[src/rtl/gb_peek_responder_if.sv]
// Game Boy memory-bus side of the debug-peek responder.
// Carries the request/grant handshake and the single-read channel.
//   bus_req    : bus request, driven by the responder
//   bus_gnt    : grant from the bus arbiter
//   mem_addr   : read address, driven by the responder
//   mem_rd     : one-cycle read strobe, driven by the responder
//   mem_rdata  : read data from memory
//   mem_rvalid : qualifier for mem_rdata
// The responder connects through the master modport and the memory/arbiter
// side through the slave modport.
interface gb_peek_responder_if #(
  parameter int ADDR_W = 16,
  parameter int DATA_W = 8
);
  logic              bus_req;
  logic              bus_gnt;
  logic [ADDR_W-1:0] mem_addr;
  logic              mem_rd;
  logic [DATA_W-1:0] mem_rdata;
  logic              mem_rvalid;

  modport master (
    output bus_req, mem_addr, mem_rd,
    input  bus_gnt, mem_rdata, mem_rvalid
  );

  modport slave (
    input  bus_req, mem_addr, mem_rd,
    output bus_gnt, mem_rdata, mem_rvalid
  );
endinterface

[src/rtl/gb_peek_responder.sv]
// Debug-peek responder: debounces the address from the Nios address PIO,
// requests the Game Boy memory bus, performs a single read and holds the byte
// on the Nios data-in PIO until the next address has been serviced. A timeout
// over the REQ+WAIT phases returns all-ones instead of hanging.
//   clk       : sole clock (Game Boy domain)
//   reset     : asynchronous, active-high reset
//   nios_addr : requested address from the Nios address PIO
//   nios_din  : returned byte to the Nios data-in PIO (registered)
//   peek_busy : high while an address is pending or in service (registered)
//   bus       : memory-bus interface (request/grant and read channel)
module gb_peek_responder #(
  parameter int ADDR_W  = 16,
  parameter int DATA_W  = 8,
  parameter int SETTLE  = 2,
  parameter int TIMEOUT = 255
) (
  input  logic                 clk,
  input  logic                 reset,
  input  logic [ADDR_W-1:0]    nios_addr,
  output logic [DATA_W-1:0]    nios_din,
  output logic                 peek_busy,
  gb_peek_responder_if.master  bus
);

  localparam int CNT_W = $clog2(SETTLE + 1);
  localparam int TMO_W = $clog2(TIMEOUT + 1);

  typedef enum logic [2:0] {
    ST_IDLE   = 3'd0,
    ST_SETTLE = 3'd1,
    ST_REQ    = 3'd2,
    ST_READ   = 3'd3,
    ST_WAIT   = 3'd4
  } state_t;

  state_t            state_r, state_s;
  logic [ADDR_W-1:0] snap_r, snap_s;
  logic [ADDR_W-1:0] svc_addr_r, svc_addr_s;
  logic [CNT_W-1:0]  cnt_r, cnt_s;
  logic [TMO_W-1:0]  tmo_r, tmo_s;
  logic              init_r, init_s;
  logic [DATA_W-1:0] nios_din_r, nios_din_s;
  logic              peek_busy_r, peek_busy_s;
  logic              bus_req_r, bus_req_s;
  logic              mem_rd_r, mem_rd_s;
  logic [ADDR_W-1:0] mem_addr_r, mem_addr_s;
  logic              mismatch_s;
  logic              tmo_hit_s;

  // New work exists when the address differs from the last serviced one,
  // or after reset so the current address is always read once.
  assign mismatch_s = (nios_addr != svc_addr_r) || init_r;
  // tmo counts cycles already spent; this cycle would be the TIMEOUT-th one.
  assign tmo_hit_s  = (tmo_r == TMO_W'(TIMEOUT - 1));

  // Next-state and next-register computation for the service FSM.
  always_comb begin
    state_s    = state_r;
    snap_s     = snap_r;
    svc_addr_s = svc_addr_r;
    cnt_s      = cnt_r;
    tmo_s      = tmo_r;
    init_s     = init_r;
    nios_din_s = nios_din_r;
    bus_req_s  = bus_req_r;
    mem_rd_s   = 1'b0;
    mem_addr_s = mem_addr_r;

    case (state_r)
      ST_IDLE: begin
        if (mismatch_s) begin
          snap_s  = nios_addr;
          cnt_s   = CNT_W'(1);
          init_s  = 1'b0;
          state_s = ST_SETTLE;
        end else begin
          state_s = ST_IDLE;
        end
      end
      ST_SETTLE: begin
        if (nios_addr != snap_r) begin
          snap_s = nios_addr;
          cnt_s  = CNT_W'(1);
        end else if (cnt_r == CNT_W'(SETTLE)) begin
          tmo_s     = {TMO_W{1'b0}};
          bus_req_s = 1'b1;
          state_s   = ST_REQ;
        end else begin
          cnt_s = cnt_r + CNT_W'(1);
        end
      end
      ST_REQ: begin
        // Timeout wins over a coincident grant so the REQ+WAIT bound holds.
        if (tmo_hit_s) begin
          nios_din_s = {DATA_W{1'b1}};
          svc_addr_s = snap_r;
          bus_req_s  = 1'b0;
          state_s    = ST_IDLE;
        end else if (bus.bus_gnt) begin
          tmo_s      = tmo_r + TMO_W'(1);
          mem_rd_s   = 1'b1;
          mem_addr_s = snap_r;
          state_s    = ST_READ;
        end else begin
          tmo_s = tmo_r + TMO_W'(1);
        end
      end
      ST_READ: begin
        state_s = ST_WAIT;
      end
      ST_WAIT: begin
        // Data arriving on the last allowed cycle is still accepted.
        if (bus.mem_rvalid) begin
          nios_din_s = bus.mem_rdata;
          svc_addr_s = snap_r;
          bus_req_s  = 1'b0;
          state_s    = ST_IDLE;
        end else if (tmo_hit_s) begin
          nios_din_s = {DATA_W{1'b1}};
          svc_addr_s = snap_r;
          bus_req_s  = 1'b0;
          state_s    = ST_IDLE;
        end else begin
          tmo_s = tmo_r + TMO_W'(1);
        end
      end
      default: begin
        bus_req_s = 1'b0;
        state_s   = ST_IDLE;
      end
    endcase

    // Busy stays up across a completion whose address has already moved on.
    peek_busy_s = (state_s != ST_IDLE) || init_s || (nios_addr != svc_addr_s);
  end

  // State and output registers; reset drops the bus request immediately.
  always_ff @(posedge clk or posedge reset) begin
    if (reset) begin
      state_r     <= ST_IDLE;
      snap_r      <= {ADDR_W{1'b0}};
      svc_addr_r  <= {ADDR_W{1'b0}};
      cnt_r       <= {CNT_W{1'b0}};
      tmo_r       <= {TMO_W{1'b0}};
      init_r      <= 1'b1;
      nios_din_r  <= {DATA_W{1'b1}};
      peek_busy_r <= 1'b0;
      bus_req_r   <= 1'b0;
      mem_rd_r    <= 1'b0;
      mem_addr_r  <= {ADDR_W{1'b0}};
    end else begin
      state_r     <= state_s;
      snap_r      <= snap_s;
      svc_addr_r  <= svc_addr_s;
      cnt_r       <= cnt_s;
      tmo_r       <= tmo_s;
      init_r      <= init_s;
      nios_din_r  <= nios_din_s;
      peek_busy_r <= peek_busy_s;
      bus_req_r   <= bus_req_s;
      mem_rd_r    <= mem_rd_s;
      mem_addr_r  <= mem_addr_s;
    end
  end

  assign nios_din     = nios_din_r;
  assign peek_busy    = peek_busy_r;
  assign bus.bus_req  = bus_req_r;
  assign bus.mem_rd   = mem_rd_r;
  assign bus.mem_addr = mem_addr_r;

endmodule

[src/flat_wrapper.sv]
// flat-port wrapper written by rule: the top's interface ports become plain ports
module gb_peek_responder_flat 
#(
  parameter int ADDR_W  = 16,
  parameter int DATA_W  = 8,
  parameter int SETTLE  = 2,
  parameter int TIMEOUT = 255
)
  (clk, reset, nios_addr, nios_din, peek_busy, bus_bus_req, bus_mem_addr, bus_mem_rd, bus_bus_gnt, bus_mem_rdata, bus_mem_rvalid);
  gb_peek_responder_if #(.ADDR_W(ADDR_W), .DATA_W(DATA_W)) bus_i ();
  input  logic clk;
  input  logic reset;
  input  logic [ADDR_W-1:0] nios_addr;
  output logic [DATA_W-1:0] nios_din;
  output logic peek_busy;
  output wire logic [$bits(bus_i.bus_req)-1:0] bus_bus_req;
  output wire logic [$bits(bus_i.mem_addr)-1:0] bus_mem_addr;
  output wire logic [$bits(bus_i.mem_rd)-1:0] bus_mem_rd;
  input wire logic [$bits(bus_i.bus_gnt)-1:0] bus_bus_gnt;
  input wire logic [$bits(bus_i.mem_rdata)-1:0] bus_mem_rdata;
  input wire logic [$bits(bus_i.mem_rvalid)-1:0] bus_mem_rvalid;
  assign bus_bus_req = bus_i.bus_req;
  assign bus_mem_addr = bus_i.mem_addr;
  assign bus_mem_rd = bus_i.mem_rd;
  assign bus_i.bus_gnt = bus_bus_gnt;
  assign bus_i.mem_rdata = bus_mem_rdata;
  assign bus_i.mem_rvalid = bus_mem_rvalid;
  gb_peek_responder #(.ADDR_W(ADDR_W), .DATA_W(DATA_W), .SETTLE(SETTLE), .TIMEOUT(TIMEOUT)) u_core (.clk(clk), .reset(reset), .nios_addr(nios_addr), .nios_din(nios_din), .peek_busy(peek_busy), .bus(bus_i));
endmodule
[config.mk]
export PLATFORM = sky130hd
export DESIGN_NAME = gb_peek_responder_flat
export DESIGN_NICKNAME = d
export VERILOG_FILES = /design/src/rtl/gb_peek_responder_if.sv /design/src/rtl/gb_peek_responder.sv /design/src/flat_wrapper.sv
export SDC_FILE = /design/constraint.sdc
export NUM_CORES = 1
export LEC_CHECK = 0
export CAP_MARGIN = 20
export CELL_PAD_IN_SITES_DETAIL_PLACEMENT = 1
export CELL_PAD_IN_SITES_GLOBAL_PLACEMENT = 2
export CORE_MARGIN = 4
export CORE_UTILIZATION = 40
export CTS_BUF_LIST = sky130_fd_sc_hd__clkbuf_4
export DETAILED_ROUTE_END_ITERATION = 8
export GPL_TIMING_DRIVEN = 1
export PLACE_DENSITY = 0.85
export SYNTH_ARGS = -nofsm -noshare
export SYNTH_HDL_FRONTEND = slang
export SYNTH_SLANG_ARGS = --single-unit
[constraint.sdc]
create_clock -name clk -period 4.95 [get_ports clk]
set_input_delay 0.495 -clock clk [delete_from_list [all_inputs] [get_ports clk]]
set_output_delay 0.495 -clock clk [all_outputs]
set_load 0.02 [all_outputs]
== Word level (Yosys, flattened, before mapping) ==
Index checks and enable logic that the tools add are counted.
Widths: inputs -> output; s select.
Storage, ports and cells
  logic and storage cells: 80
  register bits after elaboration: 73
  output and inout port bits: 27
Operators by class
  eq/ne operators: 15
  reductions and logical operators: 14
  $add $sub $neg: 2
  multiplexer cells: 36
  bitwise logic cells: 2
Operators by type and width (number)
  $mux 16: 4
  $pmux 16 s2: 2
  $mux 8: 6
  $ne 16x16->1: 3
  $pmux 8 s3: 1
  $mux 3: 6
  $pmux 8 s2: 1
  $pmux 3 s5: 1
  $reduce_and 3->1: 4
  $mux 1: 10
  $add 8x1->8 const B: 1
  $eq 8x8->1 const B: 1
  $eq 3x2->1 const B: 2
  $mux 2: 3
  $ne 2x1->1 const B: 3
  $reduce_bool 3->1: 2
  $ne 2x2->1 const B: 2
  $pmux 1 s4: 1
  $pmux 2 s2: 1
  $reduce_and 4->1: 1
  $reduce_bool 2->1: 2
  $eq 3x1->1 const B: 1
  $eq 3x3->1 const B: 1
  $logic_not 3->1: 1
  other kinds (6): 9

== Longest topological paths before layout ==
Gate-level depths: netlist of the first run.
  depth in word-level cells: 7
  depth in mapped cells: 11
  mapped depth without buffers: 9

== Worst setup path before layout of the first run ==
OpenSTA, ideal clock, no wires.
  kind: flip-flop to flip-flop
  start point: reg u_core.tmo_r[0]
  end point: reg u_core.peek_busy_r, in the netlist u_core.peek_busy
  setup time: 0.139 ns
  arrival time: 2.666 ns
  clock period less this slack: 2.805 ns
  path slack: 2.145 ns
  data required time: 4.811 ns
  cell stages (with the launch flop): 11
  path buffers: 1
  cells stage by stage: dfrtp_1 -> inv_1 -> ha_1 -> nand3_1 -> o41ai_4 -> buf_6 -> mux2_4 -> xor2_1 -> nor4_2 -> nand3_1 -> or4_1
Between the ends
  elaborated cells between the ends (all ways): 12
  classes of those cells: eq/ne (2); mux (7); reduce/logical (3)
RTL lines
  start: declaration: RTL line gb_peek_responder.sv:40  | logic [TMO_W-1:0] tmo_r, tmo_s;
  start signal: assignment: RTL line gb_peek_responder.sv:144  | tmo_r <= {TMO_W{1'b0}};
  start signal: assignment: RTL line gb_peek_responder.sv:156  | tmo_r <= tmo_s;
  $eq 8x8->1 (*): RTL line gb_peek_responder.sv:54  | assign tmo_hit_s = (tmo_r == TMO_W'(TIMEOUT - 1));
  $mux 16 (*): RTL line gb_peek_responder.sv:94, gb_peek_responder.sv:118
  $mux 16: RTL line gb_peek_responder.sv:113  | if (bus.mem_rvalid) begin
  $pmux 16 s2 (*): RTL line gb_peek_responder.sv:69  | case (state_r)
  net u_core.svc_addr_s[5]: RTL line gb_peek_responder.sv:38  | logic [ADDR_W-1:0] svc_addr_r, svc_addr_s;
  $ne 16x16->1 (*): RTL line gb_peek_responder.sv:134  | peek_busy_s = (state_s != ST_IDLE) || init_s || (nios_addr != svc_addr_s);
  $logic_or 1x1->1 (*): RTL line gb_peek_responder.sv:134
  net u_core.peek_busy_s: RTL line gb_peek_responder.sv:43  | logic peek_busy_r, peek_busy_s;
  end signal: assignment: RTL line gb_peek_responder.sv:159  | peek_busy_r <= peek_busy_s;
  end: declaration: RTL line gb_peek_responder.sv:43
The timed path passes the listed nets; every way through them passes the cells marked *.
A chain may end at the register's enable or synchronous reset.

== Worst setup path after layout of the first run ==
  start point: reg u_core.state_r[2]
  end point: reg u_core.peek_busy_r, in the netlist u_core.peek_busy
Between the ends
  elaborated cells between the ends (all ways): 18
  classes of those cells: eq/ne (5); mux (9); reduce/logical (4)
RTL lines
  start: declaration: RTL line gb_peek_responder.sv:36  | state_t state_r, state_s;
  start signal: assignment: RTL line gb_peek_responder.sv:152  | state_r <= state_s;
  $eq 3x3->1 / $eq 3x2->1 (equally long branches): RTL line gb_peek_responder.sv:69
  $pmux 16 s2 (*): RTL line gb_peek_responder.sv:69
  net u_core.svc_addr_s[1]: RTL line gb_peek_responder.sv:38
  $ne 16x16->1 (*): RTL line gb_peek_responder.sv:134
  $logic_or 1x1->1 (*): RTL line gb_peek_responder.sv:134
  net u_core.peek_busy_s: RTL line gb_peek_responder.sv:43
Marked as above.

==> metrics, run 1 <==
I/O Buffers=54; number of flops mapped to enable cells by yosys=0; largest net degree at the start of global routing=49; Worst EP arrival=3.86 ns; maximum root-to-sink buffer count=2; startpoint types=register; Root Buffer Master=clkbuf_4; worst-margin pin slew=0.968 ns; # fillers=892; Syn-to-layout area delta=23.3%; Setup crit end kind=register; Clock Pin Slew Worst Setup and Hold Paths=around 0.12 ns; routed vias=2347; Lkg Pwr=1.88 nW; routed wire length per instance=17.5 µm; cts repair resizes=0; final worst path period share=around 72%; DR vias/cell=5.22; Primary FF master, synth=dfrtp_1; Post-CTS Setup Bufs=0; starting density of the core=42.1%; Yosys Warn Count=0; multiplexer area fraction after synthesis=15.6%; number of iterations in the first detailed-routing pass=4; top cells by area, synth=dfrtp_1 (45%), mux2_2 (14%), xor2_1 (8.7%), dfstp_2 (6.7%), xnor2_1 (4.7%); Syn Nets=between 300 and 400; die extent in y=102 µm; row count=33; Simple-Gate Fraction of Synth Area=10.0%; crit path max fanout=16; Psw=0.268 mW; mean post-synth cell area=12.6 µm²; max-slew violations=0; vias in the first global route=2560; setup ws final=1.39 ns; final wirelength=around 7900 µm; die area=10400 µm²; area leader, netlist=dfrtp_1; post-synthesis register bit count=between 70 and 80; Nets=371; Max VDD drop=0.000132 V; setup TNS=0 ns; Worst Path Required=about 5.3 ns; synthesized instance count=280; largest family of logic cells by synthesized area=multiplexers; # hold bufs at CTS=0; drc violations=0; RSZ-0062 raised after global routing=false; asr flop ratio synth=between 90% and 100%; Sw Share=between 20 and 25%; Clk network pwr share=about two fifths; sequential fraction of the synthesis area=52.1%; Synth Area in Adders=1.06%; final worst path period need=3.56 ns; Post-DRT Antenna Nets=0; I/O pin total=55; total power=around 1.1 mW; area share of the largest cell type after synthesis=45.4%; post-route cell area=4350 µm²; Clk Latency, worst-skew pair=0.43 ns; share of post-route cells with drive strength above 1=about 25%; CTS tree=built; sequential share of power=between 50% and 60%; first-iteration detailed-routing DRC count=52; final hold vios=0; Logic pwr share=between 6 and 7%; ANT cells=0; CP Class=reg2reg; Pint=0.847 mW; Global Route Usage Sum=16.5%; die width=102 µm; GRT overflow=0; DP HPWL=roughly 5700 µm; Slew headroom=35.3%; initial antenna violation count=0; routability cong.=about 0.74; CTS buffer count=9; first-pass GRT wire length=13300 µm; Post-synth top cells=dfrtp_1 (64), mux2_2 (45), xor2_1 (35); clock sinks=73; maxcap violations=0; power density cells=about 260 nW/µm²; Worst Clk Skew=0.0207 ns; Synth cell types=42; Tightest Hold Check Type=in2async; Core Box Area=8380 µm²; H-tree levels=3; FMAX=281 MHz; endpoints failing setup=0; most common cell in the netlist=dfrtp_1; cell area after synthesis=roughly 3500 µm²; placed inst area=4170 µm²; XOR/XNOR Fraction of Synth Area=between 10 and 15%; pre-CTS worst setup slack=1.12 ns; status=complete, no violations; post-synthesis compound-gate area fraction=5.36%
==> worst paths after layout <==
| kind | startpoint | cells past startpoint | slack, ns | end |
|---|---|---|---|---|
| worst max-delay path | u_core.state_r[2] | 8 | 1.39 | u_core.peek_busy |
| worst min-delay path | reset | 2 | 0.41 | u_core.state_r[1] |
| worst max register to register | u_core.state_r[2] | 8 | 1.39 | u_core.peek_busy |
| worst min register to register | u_core.init_r | 1 | 0.49 | u_core.init_r |
| max in group asynchronous | reset | 3 | 3.81 | u_core.svc_addr_r[5] |
| min in group clk | u_core.init_r | 1 | 0.49 | u_core.init_r |
==> layout make-up <==
cell class	count	area (µm²)	share of cell area, %
Clock buffer	9	67.6	1.55
Clock inverter	7	93.8	2.16
Inverter	6	22.5	0.518
Multi-Input combinational cell	193	1620	37.3
Sequential cell	73	1840	42.3
Tap cell	105	131	3.02
Timing Repair Buffer	57	576	13.2
==> routing by layer <==
layer	GRT usage, %	part of all wire [%]	vias to the layer above
li1	-	-	1109
met1	21.5	44	1192
met2	27.5	52	36
met3	4.16	3.3	10
met4	4.54	1.2	0
met5	0	0	-
==> cells in the final DEF (no fill, tap or decap), types with 5 or more instances in the layout <==
cell type,instances
dfrtp_1,64
clkdlybuf4s50_1,54
mux2_2,45
xor2_1,35
xnor2_1,19
nor2_1,15
nand2_1,13
clkbuf_4,9
dfstp_2,9
nor4_1,8
o22a_1,8
nand4_1,7
nand3_1,6
inv_1,5
==> flip-flops by register name, summed over array words and instances, names as in the netlist <==
register / count
u_core.bus.bus_req: 1
u_core.bus.mem_addr: 16
u_core.bus.mem_rd: 1
u_core.cnt_r: 2
u_core.init_r: 1
u_core.nios_din: 8
u_core.peek_busy: 1
u_core.snap_r: 16
u_core.state_r: 3
u_core.svc_addr_r: 16
u_core.tmo_r: 8
==> metrics by stage <==
stage,hold slack [ns],std cells,utilization (%)
floorplan,0.453,280,-
detailed placement,0.473,433,49.7
global route,0.404,450,51.9
global placement,0.465,433,49.7
CTS,0.490,449,51.6
finish,0.409,450,51.9
==> worst max-delay path, cell delays in order (launching register included) <==
cell	delay [ns]
dfrtp_1	0.61
or4bb_1	0.73
o41ai_4	0.22
buf_4	0.38
mux2_2	0.39
xor2_1	0.14
nor4_1	0.33
nand3_1	0.12
or4_1	0.51
==> power groups by stage <==
| stage | logic, mW | registers [mW] | clock network, mW |
|---|---|---|---|
| 6_report | 0.0773 | 0.612 | 0.427 |
| 5_1_grt | 0.0859 | 0.613 | 0.470 |
| 4_1_cts | 0.0776 | 0.612 | 0.444 |
| 3_5_place_dp | 0.0768 | 0.623 | 0 |
| 3_3_place_gp | 0.0757 | 0.623 | 0 |
| 2_1_floorplan | 0.0357 | 0.620 | 0 |
==> cells by family (layout without fill, tap and decap cells) <==
logic type               after synthesis  count (layout)
flip-flops                            73              73
AND/OR/NAND/NOR                       65              65
XOR/XNOR                              55              55
multiplexers                          48              48
AO/OA/AOI/OAI                         22              22
buffers and inverters                 14              79
adder cells (fa/ha/maj)                3               3
(Power assumes the default switching activity.)
==> inputs of run 2 (changes only) <==
--- a/config.mk
+++ b/config.mk
@@ -9,11 +9,11 @@
 export CELL_PAD_IN_SITES_DETAIL_PLACEMENT = 1
 export CELL_PAD_IN_SITES_GLOBAL_PLACEMENT = 2
 export CORE_MARGIN = 4
-export CORE_UTILIZATION = 40
+export CORE_UTILIZATION = 38
 export CTS_BUF_LIST = sky130_fd_sc_hd__clkbuf_4
 export DETAILED_ROUTE_END_ITERATION = 8
 export GPL_TIMING_DRIVEN = 1
-export PLACE_DENSITY = 0.85
+export PLACE_DENSITY = 0.82
 export SYNTH_ARGS = -nofsm -noshare
 export SYNTH_HDL_FRONTEND = slang
 export SYNTH_SLANG_ARGS = --single-unit
==> constraint.sdc (replaced) <==
create_clock -name clk -period 3.3 [get_ports clk]
set_input_delay 0.33 -clock clk [delete_from_list [all_inputs] [get_ports clk]]
set_output_delay 0.33 -clock clk [all_outputs]
set_load 0.02 [all_outputs]
==> metrics, run 2 (synthesized netlist as in run 1, its figures left out) <==
status=complete, no violations; die width=104 µm (+2.4%); post-route cell area=4480 µm² (+3.0%); met2 Use GR=27.6% (+0.12 points); Lkg Pwr=1.97 nW (+4.4%); share of post-route cells with drive strength above 1=28.7% (+3.5 points); Worst Clk Skew=0.00979 ns (-0.0109 ns); power density cells=352 nW/µm² (+37%); routability cong.=0.747 (+1.3%); Clk Latency, worst-skew pair=0.42 ns (about the same); I/O Buffers=54 (unchanged); sequential cell area=1840 µm² (unchanged); final worst path period share=94.7% (+23 points); die extent in y=104 µm (+2.4%); CTS buffer count=9 (unchanged); endpoints failing setup=0 (unchanged); Tightest Hold Check Type=in2async; first-iteration detailed-routing DRC count=53 (+1.9%); CTS tree=built; CP Class=reg2reg; most frequent cells in the layout=dfrtp_1 (64), clkdlybuf4s50_1 (54), mux2_2 (45); post-layout util=50.4% (-1.5 points); # fillers=933 (+4.6%); DR vias/cell=5.15 (-1.2%); DP HPWL=6420 µm (+13%); Syn-to-layout area delta=27.0%; I/O pin total=55 (unchanged); setup TNS=0 ns (unchanged); drc violations=0 (unchanged); area of the multi-input gates=1620 µm² (unchanged); row count=34 (+3.0%); WHS=0.387 ns (-0.0219 ns); final worst path period need=3.12 ns (-0.439 ns); maxcap violations=0 (unchanged); max-slew violations=0 (unchanged); startpoint types=register; Worst EP arrival=3.42 ns (-0.44 ns); crit path max fanout=14 (-2); placed inst area=4320 µm² (+3.7%); final wirelength=8450 µm (+7.3%); H-tree levels=3 (unchanged); die area=10900 µm² (+4.8%); number of iterations in the first detailed-routing pass=4 (unchanged); Slew headroom=32.7% (-2.6 points); ANT cells=0 (unchanged); reg2reg end=u_core.peek_busy; setup ws final=0.176 ns (-1.21 ns); cts repair resizes=0 (unchanged); routed vias=2442 (+4.0%); starting density of the core=39.7% (-2.4 points); maximum root-to-sink buffer count=2 (unchanged); FMAX=320 MHz (+14%); CP endpoint=u_core.peek_busy; initial antenna violation count=0 (unchanged); CP Launch Point=u_core.state_r[0]; Max VDD drop=0.000192 V (+46%); Setup crit end kind=register; Reg2Reg Depth=9 (+1); routing usage on met1=22.2% (+0.74 points); RSZ-0062 raised after global routing=false; flop-to-flop setup slack=0.18 ns (-1.21 ns); Global Route Usage Sum=16.7% (+0.24 points); clock sinks=73 (unchanged); met3 Use GR=2.42% (-1.7 points); busiest layer in global routing=met2; Clock Pin Slew Worst Setup and Hold Paths=0.12 ns (about the same); routed wire length per instance=17.8 µm (+1.8%); Worst Path Required=3.60 ns (-1.65 ns); final hold vios=0 (unchanged); Core Box Area=8890 µm² (+6.1%); reg2reg start=u_core.state_r[0]; Root Buffer Master=clkbuf_4; commonest non-fill, non-tap cell in the layout=dfrtp_1; Nets=392 (+5.7%); largest net degree at the start of global routing=39 (-20%); GRT overflow=0 (unchanged); first-pass GRT wire length=14400 µm (+8.5%); worst-margin pin slew=1.01 ns (+0.0415 ns); pre-CTS worst setup slack=-0.0507 ns (-1.17 ns); Post-DRT Antenna Nets=0 (unchanged); vias in the first global route=2762 (+7.9%)
## run 2: cell types whose count changed in the layout (fill, tap and decap cells not counted), sizes merged
cell    delta
buf       +21
bufinv     -1
clkinv     +2
inv        -1
## run 2: layout make-up
| type | instances | share of cell area [%] |
|---|---|---|
| clock buffers | 9 | 1.51 |
| clock inverters | 7 | 1.37 |
| inverters | 6 | 0.503 |
| multi-input cells | 193 | 36.2 |
| flip-flops and latches | 73 | 41.0 |
| well taps | 108 | 3.02 |
| repair buffers | 78 | 16.4 |
## run 2: power by group
group / switching (mW) / leakage, nW / internal (mW)
clock network: 0.315 / 0.0644 / 0.222
logic: 0.0574 / 0.967 / 0.0634
registers: 0.0129 / 0.936 / 0.905
total: 0.385 / 1.97 / 1.19
## run 2: how the worst min path moves through the flow
stage,from,endpoint,slack (ns),cells after the start
global placement,u_core.init_r,u_core.init_r,0.46,1
detailed placement,u_core.init_r,u_core.init_r,0.48,1
global route,reset,u_core.bus.mem_rd,0.44,2
finish,reset,u_core.bus.mem_rd,0.39,2
floorplan,u_core.cnt_r[1],u_core.cnt_r[1],0.45,2
CTS,reset,u_core.snap_r[10],0.38,2
## run 2: what timing repair did
item	in CTS	in global routing
hold buffers	0	0
endpoints found under the setup margin	1	0
buffers inserted	2	0
## run 2: critical path, cell delays in order (launching register included)
cell and delay, ns:
dfrtp_1 0.43, buf_4 0.19, or4bb_1 0.61, o41ai_4 0.11
buf_12 0.20, mux2_2 0.37, xor2_1 0.15, nor4_1 0.32
nand3_1 0.10, or4_1 0.52
## run 2: through the flow
stage,instances,total power [mW]
after floorplan,280,0.983
after global placement,456,1.06
after detailed placement,456,1.06
after CTS,474,1.61
after global routing,474,1.66
final,474,1.58
## run 2: layer usage
layer,up-vias,wire length (µm)
met5,-,0
met4,0,144
met3,10,163
met2,35,4300
met1,1252,3850
li1,1145,-
